===== src/rtl/cmp_hold_detector.sv =====
// cmp_hold_detector: qualifies the comparator's "A > B" flag with a hold/debounce
// state machine, emits rise/fall pulses, counts qualified rises and flags
// malformed comparator results.
module cmp_hold_detector #(
    parameter int HOLD  = 3,
    parameter int CNT_W = 8
) (
    input  logic             clk,
    input  logic             rst,
    input  logic             in_valid,
    input  logic             greater,
    input  logic             equal,
    input  logic             less,
    input  logic             clear,
    output logic [1:0]       state,
    output logic             qual_hi,
    output logic             rise_pulse,
    output logic             fall_pulse,
    output logic [CNT_W-1:0] event_cnt,
    output logic             err
);

    typedef enum logic [1:0] {
        LOW     = 2'b00,
        PEND_HI = 2'b01,
        HIGH    = 2'b10,
        PEND_LO = 2'b11
    } state_t;

    localparam logic [8:0]       HOLD_W  = 9'(HOLD);
    localparam logic [CNT_W-1:0] CNT_MAX = '1;

    state_t     cur_state;
    state_t     nxt_state;
    logic [7:0] run;
    logic [7:0] nxt_run;
    logic [8:0] run_inc;
    logic       nxt_rise;
    logic       nxt_fall;
    logic       sample_hi;
    logic       sample_lo;
    logic       illegal;

    // A sample is "hi" only for a clean greater flag, "lo" for a clean equal or less flag
    assign sample_hi = in_valid & greater & ~equal & ~less;
    assign sample_lo = in_valid & (equal | less) & ~greater & ~(equal & less);
    assign illegal   = in_valid & ~sample_hi & ~sample_lo;
    assign run_inc   = {1'b0, run} + 9'd1;
    assign state     = cur_state;

    // Next-state logic: a change of qualified level needs HOLD agreeing valid samples
    always_comb begin
        nxt_state = cur_state;
        nxt_run   = run;
        nxt_rise  = 1'b0;
        nxt_fall  = 1'b0;
        case (cur_state)
            LOW: begin
                if (sample_hi) begin
                    if (HOLD == 1) begin
                        nxt_state = HIGH;
                        nxt_rise  = 1'b1;
                        nxt_run   = 8'd0;
                    end else begin
                        nxt_state = PEND_HI;
                        nxt_run   = 8'd1;
                    end
                end
            end
            PEND_HI: begin
                if (sample_hi) begin
                    if (run_inc == HOLD_W) begin
                        nxt_state = HIGH;
                        nxt_rise  = 1'b1;
                        nxt_run   = 8'd0;
                    end else begin
                        nxt_run = run_inc[7:0];
                    end
                end else if (sample_lo) begin
                    nxt_state = LOW;
                    nxt_run   = 8'd0;
                end
            end
            HIGH: begin
                if (sample_lo) begin
                    if (HOLD == 1) begin
                        nxt_state = LOW;
                        nxt_fall  = 1'b1;
                        nxt_run   = 8'd0;
                    end else begin
                        nxt_state = PEND_LO;
                        nxt_run   = 8'd1;
                    end
                end
            end
            PEND_LO: begin
                if (sample_lo) begin
                    if (run_inc == HOLD_W) begin
                        nxt_state = LOW;
                        nxt_fall  = 1'b1;
                        nxt_run   = 8'd0;
                    end else begin
                        nxt_run = run_inc[7:0];
                    end
                end else if (sample_hi) begin
                    nxt_state = HIGH;
                    nxt_run   = 8'd0;
                end
            end
            default: begin
                nxt_state = LOW;
                nxt_run   = 8'd0;
            end
        endcase
    end

    // State, run counter and all registered outputs
    always_ff @(posedge clk or posedge rst) begin
        if (rst) begin
            cur_state  <= LOW;
            run        <= 8'd0;
            qual_hi    <= 1'b0;
            rise_pulse <= 1'b0;
            fall_pulse <= 1'b0;
        end else begin
            cur_state  <= nxt_state;
            run        <= nxt_run;
            qual_hi    <= (nxt_state == HIGH) || (nxt_state == PEND_LO);
            rise_pulse <= nxt_rise;
            fall_pulse <= nxt_fall;
        end
    end

    // Saturating rise counter and sticky error; clear takes priority over both
    always_ff @(posedge clk or posedge rst) begin
        if (rst) begin
            event_cnt <= '0;
            err       <= 1'b0;
        end else begin
            if (clear) begin
                event_cnt <= '0;
            end else if (nxt_rise && (event_cnt != CNT_MAX)) begin
                event_cnt <= event_cnt + 1'b1;
            end
            if (clear) begin
                err <= 1'b0;
            end else if (illegal) begin
                err <= 1'b1;
            end
        end
    end

endmodule

===== config.mk =====
export PLATFORM = sky130hd
export DESIGN_NAME = cmp_hold_detector
export DESIGN_NICKNAME = d
export VERILOG_FILES = /design/src/rtl/cmp_hold_detector.sv
export SDC_FILE = /design/constraint.sdc
export NUM_CORES = 1
export LEC_CHECK = 0
export CORE_MARGIN = 5
export CORE_UTILIZATION = 56
export CTS_CLUSTER_DIAMETER = 80
export DETAILED_ROUTE_END_ITERATION = 8
export PLACE_DENSITY = 0.83
export SYNTH_ARGS = -nofsm -noshare
export SYNTH_HDL_FRONTEND = slang
export SYNTH_SLANG_ARGS = --single-unit

===== constraint.sdc =====
create_clock -name clk -period 4 [get_ports clk]
set_input_delay 0.6 -clock clk [delete_from_list [all_inputs] [get_ports clk]]
set_output_delay 0.6 -clock clk [all_outputs]
set_load 0.03 [all_outputs]

==> results by group <==
Layout
  – Share of post-route cells with drive strength above 1: approximately 8.3%
  – Synth-to-Final Area Change: 17.6%
  – Antenna Cells: 0
  – Final instance area: 0.00147 sq mm
  – Nets: 167

Route
  – # DRC: 0
  – 1st-iter DRT viols: 35
  – Final wirelength: roughly 2600 um
  – Vias: 1078
  – Vias per cell: 5.86
  – ANT nets after route: 0
  – Pre-Repair DR Iteration Count: 4
  – Routed length per instance: 14.1 um

Yosys
  – Synth Warn #: 0
  – Syn_area_per_cell: ~9 sq um
  – Syn Inst Count: 139
  – Share of the synthesized area in the top cell type: 42.0%
  – Synth Flop Type: dfrtp_1
  – Post-Syn Area: 0.00125 sq mm
  – Most common cell in the netlist: dfrtp_1
  – Synth unique cells: 44
  – Post-synth top area cell: dfrtp_1
  – Cells taking the most area after synthesis: dfrtp_1, o21ai_0, nand2_1
  – #FFs+latches synth: 21
  – Post-synth EDFFs: 0
  – Syn nets: 149
  – Most frequent cells after synthesis: dfrtp_1, o21ai_0, nand2_1
  – Register area share after synthesis: roughly two fifths
  – Async S/R FF share, synth: 100%

Timing
  – Final setup viols: 0
  – Rel. slew slack: 38.3%
  – Post-Route Skew: 0.00126 ns
  – Hold Vio Cnt, Final: 0
  – Max-slew violations: 0
  – Fmax: 366 MHz
  – Post-route minimum period: between 2 and 3 ns
  – Worst-Margin Slew: 0.918 ns
  – RSZ-0062 raised after global routing: false
  – Period utilisation layout: 68.3%
  – Fin Setup TNS: 0 ns

Power and ir drop
  – Sw Pwr: 140 uW
  – P_int: 302 uW
  – Logic pwr share: 22.2%
  – Leak pwr: 0.000616 uW
  – Flop pwr share: a little over half
  – Clock power frac: 23.0%
  – Total power: between 400 and 500 uW
  – VDD IR max: 0.220 mV
  – Sw Share: 31.7%
  – Power density cells: between 300 and 400 mW/mm^2

GRT
  – Number of global-route vias before repair: 1026
  – Initial antenna violation count: 0
  – All-layer global routing usage: 16.7%
  – First-pass GRT wire length: 4410 um
  – Largest net degree at the start of global routing: 22
  – Congestion Overflow GR: 0

Critical path
  – Buf+Inv Stages, Crit Path: 1
  – Worst Path Required: 4.23 ns
  – Critical path peak fanout: 10
  – Cell Chain, Critical Path: clkdlybuf4s50_1, nor4b_4, o211a_1, nand2_1, or4_4, or4_1, a21oi_1
  – Setup CP Type: in -> reg
  – Slowest CP cell: clkdlybuf4s50_1
  – Data arrival, critical path: 2.96 ns
  – CP top delay family: simple AND/OR/NAND/NOR gates
  – Critical path's largest stage delay: 0.55 ns
  – Startpoint Class: input pin
  – Endpoint type of the worst setup path: flip-flop

Floorplan
  – # rows: 17
  – Core footprint: 0.00217 sq mm
  – Die Ht: between 50 and 60 um
  – # IOs: 21
  – Die area: 0.00328 sq mm
  – Starting Density: 57.7%
  – Die X-Extent: 57.3 um

Clock network
  – CTS buffer count: 3
  – CTS tree: done
  – Clock Latency Late Sink: 0.30 ns
  – Postcts setup bufs: 0
  – # resized after CTS: 0
  – Root Driver: clkbuf_4
  – Clock Path Buffers: 2
  – Hold_buf cts: 0
  – Worst-path clk slew: 0.11 ns
  – Clock Sinks: 21
  – H-Tree Level Count: 1

Placed design
  – PortBufs: 20
  – Post-DP HPWL: 1960 um
  – Placement-stage cell area: around 0.0014 sq mm
  – GPL Wtd Cong: slightly above 0.8

Hold path
  – Hold WC Path Type: reg -> reg

Run
  – Max-Cap Viols: 0

Status
  – Status: finished, final reports clean
[metrics by stage]
step / utilization [%] / instances / hold WS [ns] / setup slack (ns)
after floorplan: - / 139 / 0.492 / 1.44
after global placement: 66.7 / 180 / 0.486 / 1.01
after detailed placement: 66.7 / 180 / 0.497 / 0.944
after CTS: 67.9 / 184 / 0.527 / 1.28
after global routing: 67.9 / 184 / 0.577 / 1.15
final: 67.9 / 184 / 0.526 / 1.27
[layout by cell type, fill, tap and decap left out, types with 2 or more instances in the layout]
cell type	n
dfrtp_1	21
clkdlybuf4s50_1	20
o21ai_0	17
nand2_1	16
a21oi_1	9
nor2_1	8
nand3_1	6
inv_1	6
xor2_1	5
and3_1	4
nand2b_1	3
or3_2	3
nor4_1	3
ha_1	3
clkbuf_4	3
o31ai_1	2
nand4b_1	2
[final cells by class]
type	count	area [sq um]
Tap cell	28	35.0
Timing Repair Buffer	20	200
Multi-Input combinational cell	105	663
Sequential cell	21	526
Fill cell	185	697
Inverter	6	22.5
Clock buffer	4	26.3
[layer usage]
metal	wire (um)	GRT usage (%)	vias up
li1	-	-	533
met1	1150	21.0	514
met2	1300	28.5	27
met3	113	3.39	4
met4	20	5.63	0
met5	0	0	-
[worst register-to-register path, cell delays in order (launching register included)]
cell     delay, ns
dfrtp_1       0.44
ha_1          0.27
or2_2         0.28
o21ai_0       0.08
a32oi_1       0.13
or4_4         0.64
or4_1         0.52
a21oi_1       0.15
[flip-flops by register name (all words and copies together), names as in the netlist]
register and cells:
state 2, fall_pulse 1, run 8, err 1, rise_pulse 1, event_cnt 8
[power by group through the flow]
stage,registers (uW),clock network [uW],logic [uW]
detailed placement,247,0,98.5
CTS,243,102,98.8
global placement,246,0,93.9
global route,245,113,110
floorplan,250,0,63.1
finish,242,102,98.1
[path summary, 6_finish.rpt]
| kind | start | to | slack, ns | depth (start not counted) |
|---|---|---|---|---|
| max | equal | event_cnt[5]$_DFFE_PP0P_ | 1.27 | 7 |
| min in group asynchronous | rst | event_cnt[5]$_DFFE_PP0P_ | 0.73 | 2 |
| max in group asynchronous | rst | run[0]$_DFFE_PP0P_ | 2.80 | 2 |
| max reg2reg | run[0]$_DFFE_PP0P_ | event_cnt[5]$_DFFE_PP0P_ | 1.43 | 7 |
| min reg2reg | err$_DFFE_PP0P_ | err$_DFFE_PP0P_ | 0.53 | 2 |
| min | err$_DFFE_PP0P_ | err$_DFFE_PP0P_ | 0.53 | 2 |
[cells by family after synthesis]
group | Yosys count | synth area share [%]
muxes | 2 | 2.00
xor gates and xnor gates | 6 | 4.20
and+or+nand+nor | 57 | 26.6
AOI/OAI and AO/OA | 37 | 17.2
adders and majority gates | 3 | 3.00
buffers and inverters | 13 | 5.09
DFF | 21 | 42.0
(Power assumes the default switching activity.)
